==> config.mk <==
export PLATFORM = sky130hd
export DESIGN_NAME = dt_skeleton_scan
export DESIGN_NICKNAME = d
export VERILOG_FILES = /design/src/rtl/dt_pkg.sv /design/src/rtl/skel_packer.sv /design/src/rtl/dt_skeleton_scan.sv
export SDC_FILE = /design/constraint.sdc
export NUM_CORES = 1
export LEC_CHECK = 0
export ABC_AREA = 1
export CAP_MARGIN = 15
export CORE_MARGIN = 1.5
export CORE_UTILIZATION = 45
export DETAILED_ROUTE_END_ITERATION = 7
export PLACE_DENSITY = 0.66
export SLEW_MARGIN = 20
export SYNTH_ARGS = -nofsm -noshare
export SYNTH_HDL_FRONTEND = slang
export SYNTH_SLANG_ARGS = --single-unit
==> constraint.sdc <==
create_clock -name clk -period 2 [get_ports clk]
set_input_delay 0.3 -clock clk [delete_from_list [all_inputs] [get_ports clk]]
set_output_delay 0.3 -clock clk [all_outputs]
set_load 0.01 [all_outputs]
==> src/rtl/dt_pkg.sv <==
// Shared distance-transform definitions: image geometry, pixel/word address
// types and the skeleton scanner state encoding.
package dt_pkg;

    localparam int IMG_W = 128;
    localparam int IMG_H = 128;
    localparam int DW    = 8;

    localparam int XW = $clog2(IMG_W);
    localparam int YW = $clog2(IMG_H);

    typedef logic [DW-1:0]        dist_t;
    typedef logic [YW+XW-1:0]     pix_addr_t;
    typedef logic [YW+XW-4-1:0]   skel_addr_t;

    // Each image column costs four cycles: three neighbour fetches plus a
    // shift/evaluate cycle.
    typedef enum logic [2:0] {
        S_IDLE  = 3'd0,
        S_R_T   = 3'd1,
        S_R_M   = 3'd2,
        S_R_B   = 3'd3,
        S_SHIFT = 3'd4,
        S_DONE  = 3'd5
    } scan_state_e;

endpackage

==> src/rtl/skel_packer.sv <==
// Collects skeleton bits MSB-first into a 16-bit word and presents the full
// word with a one-cycle write strobe once the sixteenth bit has arrived.
module skel_packer (
    input  logic        clk,
    input  logic        i_reset_n,
    input  logic        i_clr,
    input  logic        i_shift,
    input  logic        i_bit,
    input  logic        i_last,
    output logic        o_wr,
    output logic [15:0] o_word
);

    logic [15:0] r_sr;
    logic [15:0] r_word;
    logic        r_wr;
    logic [15:0] w_sr_next;

    // New bit enters at the LSB so the first pixel of a word ends up at bit 15.
    assign w_sr_next[0] = i_bit;
    generate
        for (genvar gi = 1; gi < 16; gi++) begin : g_shift
            assign w_sr_next[gi] = r_sr[gi-1];
        end
    endgenerate

    // Shift register, completed-word latch and write strobe.
    always_ff @(posedge clk) begin
        if (!i_reset_n || i_clr) begin
            r_sr   <= '0;
            r_word <= '0;
            r_wr   <= 1'b0;
        end else begin
            r_wr <= i_shift && i_last;
            if (i_shift) begin
                r_sr <= w_sr_next;
                if (i_last) begin
                    r_word <= w_sr_next;
                end
            end
        end
    end

    assign o_wr   = r_wr;
    assign o_word = r_word;

endmodule

==> src/rtl/dt_skeleton_scan.sv <==
// Raster scan of the distance map that marks 4-neighbour local maxima of
// nonzero distance as skeleton pixels, writes them as packed 16-bit words
// and tracks the largest distance seen.
module dt_skeleton_scan #(
    parameter int IMG_W = dt_pkg::IMG_W,
    parameter int IMG_H = dt_pkg::IMG_H,
    parameter int DW    = dt_pkg::DW
) (
    input  logic                                      clk,
    input  logic                                      reset,
    input  logic                                      start,
    output logic                                      done,
    output logic                                      res_rd,
    output logic [$clog2(IMG_H)+$clog2(IMG_W)-1:0]    res_addr,
    input  logic [DW-1:0]                             res_di,
    output logic                                      skel_wr,
    output logic [$clog2(IMG_H)+$clog2(IMG_W)-4-1:0]  skel_addr,
    output logic [15:0]                               skel_do,
    output logic [DW-1:0]                             max_dist
);

    import dt_pkg::*;

    localparam int XW  = $clog2(IMG_W);
    localparam int YW  = $clog2(IMG_H);
    localparam int KW  = XW + 1;
    localparam int AW  = XW + YW;
    localparam int SAW = AW - 4;

    localparam logic [YW-1:0] Y_LAST = YW'(IMG_H - 1);
    localparam logic [KW-1:0] K_END  = KW'(IMG_W);

    // Control state and scan position; r_k runs one past the last column so
    // the final pixel of a row can be evaluated against a zero right-hand
    // neighbour.
    scan_state_e    r_state;
    scan_state_e    w_state_next;
    logic [KW-1:0]  r_k;
    logic [YW-1:0]  r_y;

    // A read issued in the previous cycle; data is forced to zero otherwise.
    logic           r_rd_q;

    // Sliding 3x3 window: N is the column being fetched, Q the column under
    // evaluation, P the middle value one column to the left.
    logic [DW-1:0]  r_n_t;
    logic [DW-1:0]  r_n_m;
    logic [DW-1:0]  r_q_t;
    logic [DW-1:0]  r_q_m;
    logic [DW-1:0]  r_q_b;
    logic [DW-1:0]  r_p;
    logic [DW-1:0]  r_max;
    logic [SAW-1:0] r_skel_addr;

    logic           w_row_first;
    logic           w_row_last;
    logic           w_col_end;
    logic [YW-1:0]  w_y_up;
    logic [YW-1:0]  w_y_dn;
    logic           w_rd;
    logic [AW-1:0]  w_addr;
    logic [DW-1:0]  w_col_data;
    logic           w_eval;
    logic           w_bit;
    logic [XW-1:0]  w_x;
    logic           w_last_in_word;
    logic           w_start_scan;
    logic           w_pk_wr;
    logic [15:0]    w_pk_word;

    assign w_row_first    = (r_y == '0);
    assign w_row_last     = (r_y == Y_LAST);
    assign w_col_end      = (r_k == K_END);
    assign w_y_up         = r_y - YW'(1);
    assign w_y_dn         = r_y + YW'(1);
    assign w_col_data     = r_rd_q ? res_di : '0;
    assign w_start_scan   = start && ((r_state == S_IDLE) || (r_state == S_DONE));

    // Pixel under evaluation is one column behind the fetch column; at
    // k == IMG_W the low bits wrap to the last pixel of the row.
    assign w_x            = r_k[XW-1:0] - XW'(1);
    assign w_eval         = (r_state == S_SHIFT) && (r_k != '0);
    assign w_last_in_word = (w_x[3:0] == 4'hF);

    // Ties with neighbours still count, so plateaus stay fully marked.
    assign w_bit = (r_q_m != '0) &&
                   (r_q_m >= r_q_t) && (r_q_m >= r_q_b) &&
                   (r_q_m >= r_p)   && (r_q_m >= r_n_m);

    // Read request for the neighbour row belonging to the current fetch
    // state; out-of-image rows and the padding column are never read.
    always_comb begin
        w_rd   = 1'b0;
        w_addr = '0;
        case (r_state)
            S_R_T: begin
                w_rd = !w_row_first && !w_col_end;
                if (w_rd) w_addr = {w_y_up, r_k[XW-1:0]};
            end
            S_R_M: begin
                w_rd = !w_col_end;
                if (w_rd) w_addr = {r_y, r_k[XW-1:0]};
            end
            S_R_B: begin
                w_rd = !w_row_last && !w_col_end;
                if (w_rd) w_addr = {w_y_dn, r_k[XW-1:0]};
            end
            default: begin
                w_rd   = 1'b0;
                w_addr = '0;
            end
        endcase
    end

    // Next-state sequencing of the four-cycle column fetch.
    always_comb begin
        w_state_next = r_state;
        case (r_state)
            S_IDLE:  if (start) w_state_next = S_R_T;
            S_R_T:   w_state_next = S_R_M;
            S_R_M:   w_state_next = S_R_B;
            S_R_B:   w_state_next = S_SHIFT;
            S_SHIFT: w_state_next = (w_col_end && w_row_last) ? S_DONE : S_R_T;
            S_DONE:  if (start) w_state_next = S_R_T;
            default: w_state_next = S_IDLE;
        endcase
    end

    // State register, scan counters, window shift and running maximum.
    always_ff @(posedge clk) begin
        if (!reset) begin
            r_state     <= S_IDLE;
            r_k         <= '0;
            r_y         <= '0;
            r_rd_q      <= 1'b0;
            r_n_t       <= '0;
            r_n_m       <= '0;
            r_q_t       <= '0;
            r_q_m       <= '0;
            r_q_b       <= '0;
            r_p         <= '0;
            r_max       <= '0;
            r_skel_addr <= '0;
        end else begin
            r_state <= w_state_next;
            r_rd_q  <= w_rd;
            case (r_state)
                S_R_M: r_n_t <= w_col_data;
                S_R_B: r_n_m <= w_col_data;
                S_SHIFT: begin
                    if (w_eval) begin
                        if (r_q_m > r_max) r_max <= r_q_m;
                        if (w_last_in_word) r_skel_addr <= {r_y, w_x[XW-1:4]};
                    end
                    if (w_col_end) begin
                        // Row finished: window restarts empty on the next row.
                        r_k   <= '0;
                        r_p   <= '0;
                        r_q_t <= '0;
                        r_q_m <= '0;
                        r_q_b <= '0;
                        if (!w_row_last) r_y <= r_y + YW'(1);
                    end else begin
                        r_k   <= r_k + KW'(1);
                        r_p   <= r_q_m;
                        r_q_t <= r_n_t;
                        r_q_m <= r_n_m;
                        r_q_b <= w_col_data;
                    end
                end
                default: begin
                end
            endcase
            if (w_start_scan) begin
                r_k   <= '0;
                r_y   <= '0;
                r_n_t <= '0;
                r_n_m <= '0;
                r_q_t <= '0;
                r_q_m <= '0;
                r_q_b <= '0;
                r_p   <= '0;
                r_max <= '0;
            end
        end
    end

    skel_packer u_packer (
        .clk       (clk),
        .i_reset_n (reset),
        .i_clr     (w_start_scan),
        .i_shift   (w_eval),
        .i_bit     (w_bit),
        .i_last    (w_last_in_word),
        .o_wr      (w_pk_wr),
        .o_word    (w_pk_word)
    );

    assign done      = (r_state == S_DONE);
    assign res_rd    = w_rd;
    assign res_addr  = w_addr;
    assign skel_wr   = w_pk_wr;
    assign skel_addr = r_skel_addr;
    assign skel_do   = w_pk_word;
    assign max_dist  = r_max;

endmodule

Yosys cells after proc, flatten, opt, wreduce, memory -nomap -nowiden
Index checks and enable logic that the tools add are counted.
Cells by class
  $add $sub $neg: 4
  $mul: 0
  div/mod/pow operators: 0
  order comparisons: 5
  equal/unequal tests: 9
  shift operators: 0
  muxes and demuxes: 14
  bitwise logic cells: 2
  reduce and logical (&&, ||, !) cells: 26
Operator list (number)
  2-to-1 mux 8 bit: 6
  2-to-1 mux 14 bit: 3
  one-hot mux 14 bit (3 select lines): 1
  >= comparator 8 bit: 4
  nonzero test 8 bit: 2
  one-hot mux 3 bit (5 select lines): 1
  subtractor 7 x 1 -> 7 bit (second input constant): 2
  logical AND 1 bit: 10
  AND reduction 3 bit: 3
  adder 8 x 1 -> 8 bit (second input constant): 1
  == test 8 bit (second input constant): 1
  greater-than comparator 8 bit: 1
  adder 7 x 1 -> 7 bit (second input constant): 1
  == test 7 bit (second input constant): 1
  zero test 7 bit: 1
  == test 3 x 2 -> 1 bit (second input constant): 2
  == test 3 bit (second input constant): 2
  2-to-1 mux 3 bit: 2
  == test 4 bit (second input constant): 1
  zero test 1 bit: 4
  OR reduction 2 bit: 2
  == test 3 x 1 -> 1 bit (second input constant): 1
  zero test 3 bit: 1
  one-hot mux 1 bit (3 select lines): 1
  4 further kinds: 6
Storage, ports and cells
  register bits after elaboration: 117
  latch bits: 0
  memory bits (writable): 0
  bits in read-only memories: 0
  input bits: 11
  output and inout bits: 51
  memories kept: 0

Depth between registers and ports, before layout
Gate-level depths: netlist of the first run.
  word-level depth: 5
  mapped depth: 14
  mapped depth without buffers: 13

Cells and area by module
Synthesis of the first run repeated with hierarchy kept, for this count alone.
Second synthesis, totals
  cell total of the unflattened synthesis: 884
  area total of the unflattened synthesis: 6206.0 um^2
By module, submodules not included
  dt_skeleton_scan: instances 1, cells an instance 722, area an instance 4944.7 um^2, seq. area each 1701.6 um^2
  skel_packer: instances 1, cells an instance 162, area an instance 1261.2 um^2, seq. area each 640.6 um^2

Worst setup path after synthesis of the first run
No wires, ideal clock.
  path type: register to output
  start point: reg r_k[0]
  end point: out res_addr[2]
  data arrival time: 1627 ps
  path slack: 73 ps
  stages on the path, launching flop included: 12
  path through: dfxtp_1 > inv_1 > ha_1 > nand2_1 > nor2_2 > inv_2 > nor2_4 > inv_1 > nand3_2 > inv_2 > nor3_2 > nor2_1
Between the ends
  cells in the longest elaborated chain, start to end: 5
  elaborated cells on any way between the ends: 8
  those cells by class: eq/ne (1); mux (4); reduce/logical (3)
Ends and longest elaborated chain
  from (decl): line dt_skeleton_scan.sv:38  | logic [KW-1:0] r_k;
  from (signal assigned): line dt_skeleton_scan.sv:164  | r_k <= r_k + KW'(1);
  == test 8 bit (*): line dt_skeleton_scan.sv:73  | assign w_col_end = (r_k == K_END);
  zero test 1 bit: line dt_skeleton_scan.sv:97, dt_skeleton_scan.sv:105
  logical AND 1 bit (on tied branches): line dt_skeleton_scan.sv:105, dt_skeleton_scan.sv:97
  2-to-1 mux 14 bit (on tied branches): line dt_skeleton_scan.sv:106, dt_skeleton_scan.sv:98
  one-hot mux 14 bit (3 select lines) (*): line dt_skeleton_scan.sv:95  | case (r_state)
  to (decl): line dt_skeleton_scan.sv:14  | output logic [$clog2(IMG_H)+$clog2(IMG_W)-1:0] res_addr,
Mark *: on every way between the ends. The rest lies on a longest branch, timed or not.

Final worst setup path of the first run
  start point: reg r_k[0]
  end point: out res_addr[0]
Between the ends
  cells in the longest elaborated chain, start to end: 5
  elaborated cells on any way between the ends: 8
  those cells by class: eq/ne (1); mux (4); reduce/logical (3)
Ends and longest elaborated chain (line)
  == test 8 bit: dt_skeleton_scan.sv:73
  zero test 1 bit: dt_skeleton_scan.sv:97, dt_skeleton_scan.sv:105
  logical AND 1 bit (on tied branches): dt_skeleton_scan.sv:105, dt_skeleton_scan.sv:97
  2-to-1 mux 14 bit (on tied branches): dt_skeleton_scan.sv:106, dt_skeleton_scan.sv:98
  one-hot mux 14 bit (3 select lines) (*): dt_skeleton_scan.sv:95
Marks and branches as above.

==> results.md, run 1 <==
* Outcome: finished, violations left
* Failing checks: negative setup slack
* H-tree levels at 4
* Crit path required time at 1.70 ns
* Max FO, Critical Path at 4
* Final std cell area, no fill at 8120 µm²
* Met1 Routed Length at 6980 µm
* PortBufs at 61
* Drt initial violations at 326
* Clock transition at the registers of the reported paths at 0.06 ns
* CTS Sinks at 117
* Final Power at 5.88 mW
* Root Driver: clkbuf_16
* Worst Hold Class: flop to flop
* Area contributors post-synth: dfxtp_1, nor2_1, ha_1, nand2_1, inv_1
* Crit Path Class: flop to output port
* Starting Density at 0.464
* Share of layout cells above drive strength 1 at 0.241
* Sequential area share after synthesis at 0.398
* Most common cell in the synthesized netlist: nor2_1
* CP arrival at 2.02 ns
* Pleak at 3.51 nW
* Area growth, synth to finish at 38.1%
* Final Non-Filler Cells at 1102
* Total track usage at 0.222
* Final nets at 973
* Met3 routed WL at 563 µm
* Final slew viol count at 0
* Filler Cell Count at 1107
* PwrDens at 724 nW/µm²
* IO Count at 62
* DPL Wire Length at 10700 µm
* CTS tree: yes
* Setup-failing EPs final at 42
* Initial antenna violation count at 0
* Synthesized area per cell at 7.53 µm²
* N_diodes at 0
* Endpoints failing hold at 0
* Area of the mapped netlist at 5880 µm²
* Minimum clock period at 2.32 ns
* Core area at 12700 µm²
* RD Place Congestion at 0.930
* Synth warn at 0
* EDFF count, synth at 0
* Top-area cell type share of the netlist area at 0.398
* CTS max path bufs at 2
* Top_reg_cell synth: dfxtp_1
* DR WL/cell at 13.6 µm
* Chip width at 117 µm
* Hold buffers post-CTS at 0
* Crit-path cells: inv_2 > ha_4 > nand2_4 > nor2_4 > inv_2 > nor2_4 > nor3_4 > buf_6 > nor3_4 > buf_6 > nor2_2 > buf_2
* Synth cell count leaders: nor2_1, dfxtp_1, nand2_1, inv_1, o21ai_0
* Via density at 5.00
* GR Overflow Total at 0
* TritonCTS buffer count at 17
* DIE HEIGHT at 117 µm
* Place WS at -0.282 ns
* Nature of the critical path endpoint: output port
* Async SR Flop Fraction at 0
* TritonRoute pass-1 iters at 4
* Die ar. at 13800 µm²
* Actual slew at the worst max-slew pin at 0.570 ns
* Yosys cell types at 38
* Tcrit/Tclk final at 1.16
* Final setup margin at -0.317 ns
* Max_cap viols at 0
* DR top layer: met4
* Total wire length at 15000 µm
* Drt drc at 0
* RSZ-0062 raised after global routing: true
* Max frequency at 432 MHz
* First-pass GRT wire length at 24500 µm
* Peak VDD IR at 506 µV
* Seq cells post-synth at 117
* Final Util at 0.641
* Largest net degree at the start of global routing at 60
* Post-Syn Nets at 837
* Area leader, netlist: dfxtp_1
* Setup crit start kind: flop
* Cells after Synth at 781
* DRT antenna net count at 0
* Met2 wire len at 7200 µm
* Clock skew at 0.00773 ns
* Worst skew pair latency at 0.42 ns
* Row cnt at 41
* Via Count at 5512
* Slew headroom at 0.620
* Critical path's slowest cell: dfxtp_2
* Placed Cells at 1053
* Number of global-route vias before repair at 5208
* DP Area at 7110 µm²
* Slowest stage delay, CP at 0.32 ns
cell families after synthesis:
logic type,share of synthesized area
adders and majority gates,0.0957
and+or+nand+nor,0.239
DFF,0.398
buffers and inverters,0.0974
xor gates and xnor gates,0.0223
AOI/OAI and AO/OA,0.147
through the flow:
stage                     hold WS, ns  setup TNS (ns)
after floorplan                 0.432               0
after global placement          0.449           -3.14
after detailed placement        0.455           -3.78
after CTS                       0.467           -8.97
after global routing            0.486          -12.72
final                           0.464           -8.97
layout by cell type (no fill, tap or decap), types with 6 or more instances in the layout:
cell type,count
a211oi_1,34
a21oi_1,46
buf_2,12
buf_4,72
buf_6,10
clkbuf_16,19
clkdlybuf4s50_1,45
dfxtp_1,113
ha_1,41
inv_1,89
inv_2,13
nand2_1,102
nand3_1,18
nand4_1,8
nor2_1,135
nor2_2,14
nor2_4,9
nor3_1,6
o21ai_0,28
o21ai_1,14
o21ai_2,12
xor2_1,14
final cells by class:
cell class | instances | area, µm² | area share
inverter | 108 | 430 | 0.0530
timing repair buffer | 146 | 1300 | 0.160
clock buffer | 19 | 453 | 0.0558
tap | 172 | 215 | 0.0265
sequential | 117 | 2350 | 0.289
multi-input combinational | 527 | 3240 | 0.399
clock inverter | 13 | 131 | 0.0162
worst max-delay path, delay by kind of cell (launching register included):
family                     cells  cell delay, ns
adders and majority gates      1            0.15
and+or+nand+nor                6            0.61
buffers and inverters          5            0.53
DFF                            1            0.32
registers in the layout, indices dropped and copies added (netlist names), 3 cells and up:
signal	count
u_packer.o_word	16
u_packer.r_sr	15
skel_addr	10
max_dist	8
r_k	8
r_n_m	8
r_n_t	8
r_p	8
r_q_b	8
r_q_m	8
r_q_t	8
r_y	7
r_state	3
repair_timing:
item	in CTS	in global routing
setup endpoints to repair	16	48
pin swaps	14	16
resized for setup	100	77
endpoints found under the hold margin	0	0
setup buffers	14	2
cloned	0	2
power by group:
part | switching, mW | internal (mW) | leakage (nW)
Sequential | 0.0155 | 2.35 | 0.945
Clock | 1.10 | 1.88 | 0.277
Combinational | 0.324 | 0.211 | 2.29
worst paths after layout:
path / start / endpoint / slack, ns / cells after the start
setup / recovery: r_k[0] / res_addr[0] / -0.32 / 12
hold / removal: r_p[3] / r_p[3] / 0.46 / 2
setup reg to reg: r_k[0] / u_packer.o_word[0] / -0.23 / 17
hold reg to reg: r_p[3] / r_p[3] / 0.46 / 2
layer usage:
metal,track usage,vias to the layer above
met2,0.371,105
met4,0.0949,0
met3,0.0433,23
met1,0.278,2568
li1,-,2816
met5,0,-
No activity file was read; power rests on OpenSTA's default activity.
==> run 2: changes to the inputs <==
--- a/config.mk
+++ b/config.mk
@@ -11,7 +11,6 @@
 export CORE_UTILIZATION = 45
 export DETAILED_ROUTE_END_ITERATION = 7
 export PLACE_DENSITY = 0.66
-export SLEW_MARGIN = 20
 export SYNTH_ARGS = -nofsm -noshare
 export SYNTH_HDL_FRONTEND = slang
 export SYNTH_SLANG_ARGS = --single-unit
==> constraint.sdc (replaced) <==
create_clock -name clk -period 2 [get_ports clk]
set_input_delay 0.4 -clock clk [delete_from_list [all_inputs] [get_ports clk]]
set_output_delay 0.4 -clock clk [all_outputs]
set_load 0.01 [all_outputs]
==> results.md, run 2 (synthesized netlist as in run 1, its figures left out) <==
* Min-delay src: r_q_t[1] (was r_p[3])
* PwrDens at 769 nW/µm² (was 724 nW/µm²)
* Row cnt at 41 (unchanged)
* Via Count at 5474 (was 5512)
* CP arrival at 2.03 ns (was 2.02 ns)
* Clock skew at 0.00629 ns (was 0.00773 ns)
* Max_cap viols at 0 (unchanged)
* Total Neg Setup Slack at -5.86 ns (was -8.97 ns)
* Place WS at -0.426 ns (was -0.282 ns)
* Initial antenna violation count at 0 (unchanged)
* Drt initial violations at 355 (was 326)
* Max frequency at 412 MHz (was 432 MHz)
* Min Hold Slack at 0.464 ns (about the same)
* Crit Path Class: flop to output port (unchanged)
* Final setup margin at -0.429 ns (was -0.317 ns)
* Largest net degree at the start of global routing at 67 (was 60)
* DRT antenna net count at 0 (unchanged)
* Die ar. at 13800 µm² (unchanged)
* Minimum clock period at 2.43 ns (was 2.32 ns)
* Buf/Inv on CP at 5 (unchanged)
* First-pass GRT wire length at 24900 µm (was 24500 µm)
* Slowest stage delay, CP at 0.34 ns (was 0.32 ns)
* TritonRoute pass-1 iters at 5 (was 4)
* Worst skew pair latency at 0.41 ns (was 0.42 ns)
* CTS max path bufs at 2 (unchanged)
* Max FO, Critical Path at 6 (was 4)
* Worst Hold Class: flop to flop (unchanged)
* Setup-failing EPs final at 15 (was 42)
* Tcrit/Tclk final at 1.21 (was 1.16)
* CP delay by family, top: buffers and inverters (was simple AND/OR/NAND/NOR gates)
* Max reg flops at 16 (unchanged)
* Share of layout cells above drive strength 1 at 0.200 (was 0.241)
* RSZ-0062 raised after global routing: true (unchanged)
* Total wire length at 15000 µm (about the same)
* Crit path from: r_k[1] (was r_k[0])
* Pleak at 3.51 nW (about the same)
* Critical path's slowest cell: dfxtp_2 (unchanged)
* Final slew viol count at 0 (unchanged)
* N_diodes at 0 (unchanged)
* GR Overflow Total at 0 (unchanged)
* Drt drc at 0 (unchanged)
* DR WL/cell at 13.7 µm (was 13.6 µm)
* Slew headroom at 0.679 (was 0.620)
* RD Place Congestion at 0.881 (was 0.930)
* Most frequent cells in the layout: nor2_1, dfxtp_1, nand2_1 (unchanged)
* Endpoints failing hold at 0 (unchanged)
* Placed Cells at 1055 (was 1053)
* Peak VDD IR at 496 µV (was 506 µV)
* DIE HEIGHT at 117 µm (unchanged)
* Actual slew at the worst max-slew pin at 0.477 ns (was 0.570 ns)
* Setup crit start kind: flop (unchanged)
* Chip width at 117 µm (unchanged)
* Most common cell after layout, fill and taps aside: nor2_1 (unchanged)
* Root Driver: clkbuf_16 (unchanged)
* Outcome: finished, violations left (unchanged)
* Starting Density at 0.464 (unchanged)
* Final nets at 966 (was 973)
* TritonCTS buffer count at 17 (unchanged)
* Core area at 12700 µm² (unchanged)
* Final Util at 0.626 (was 0.641)
* R2r startpoint: r_k[0] (unchanged)
* DPL Wire Length at 10500 µm (was 10700 µm)
* Area growth, synth to finish at 34.9% (was 38.1%)
* CTS Sinks at 117 (unchanged)
* Crit path required time at 1.60 ns (was 1.70 ns)
* Nature of the critical path endpoint: output port (unchanged)
* IO Count at 62 (unchanged)
* Crit-path cells: inv_2 > ha_4 > nand2_4 > nor2_4 > inv_2 > nor2_4 > buf_6 > nor3_4 > buf_6 > nand2_4 > o221ai_2 > buf_2 (was inv_2 > ha_4 > nand2_4 > nor2_4 > inv_2 > nor2_4 > nor3_4 > buf_6 > nor3_4 > buf_6 > nor2_2 > buf_2)
* Final Non-Filler Cells at 1095 (was 1102)
* CTS tree: yes (unchanged)
* PortBufs at 61 (unchanged)
* Hold buffers post-CTS at 0 (unchanged)
* Clock transition at the registers of the reported paths at 0.05 ns (was 0.06 ns)
* Total track usage at 0.222 (about the same)
* Number of global-route vias before repair at 5381 (was 5208)
* H-tree levels at 4 (unchanged)
* Via density at 5.00 (about the same)
* Failing checks: negative setup slack (unchanged)
[run 2: tightest hold or removal path, delay by kind of cell (launching register included)]
| family | cells | cell delay, ns |
|---|---|---|
| DFF | 1 | 0.29 |
| AOI/OAI and AO/OA | 1 | 0.06 |
| buffers and inverters | 1 | 0.06 |
[run 2: final timing paths]
check | to | slack (ns) | cells past startpoint
worst min register to register | r_q_t[1] | 0.46 | 2
worst max-delay path | res_addr[9] | -0.43 | 12
worst min-delay path | r_q_t[1] | 0.46 | 2
worst max register to register | u_packer.r_sr[0] | 0.12 | 13
[run 2: timing repair]
action                                  4_1_cts  5_1_grt
resized for setup                            98       15
endpoints found under the setup margin       17       24
pin swaps                                    10        9
buffers inserted                              5        4
[run 2: cell type report]
type	instances	area (µm²)
fillers	1124	4740
multi-input cells	527	3100
flip-flops and latches	117	2350
repair buffers	139	1210
clock buffers	23	488
inverters	108	418
well taps	172	215
clock inverters	9	148
[run 2: through the flow]
step	power [mW]	instance area (µm²)
floorplan	2.71	5890
global placement	2.88	7140
detailed placement	2.89	7140
CTS	6.15	7860
global route	6.32	7940
finish	6.10	7940
[run 2: power breakdown]
part / switching [mW] / total [mW] / internal (mW)
Combinational: 0.309 / 0.501 / 0.191
Clock: 1.03 / 3.23 / 2.21
Sequential: 0.0162 / 2.37 / 2.35
[run 2: routing by layer]
layer	vias up	part of all wire	track usage
li1	2792	-	-
met5	-	0	0
met2	130	0.48	0.374
met3	36	0.048	0.0447
met1	2516	0.45	0.275
met4	0	0.024	0.0965
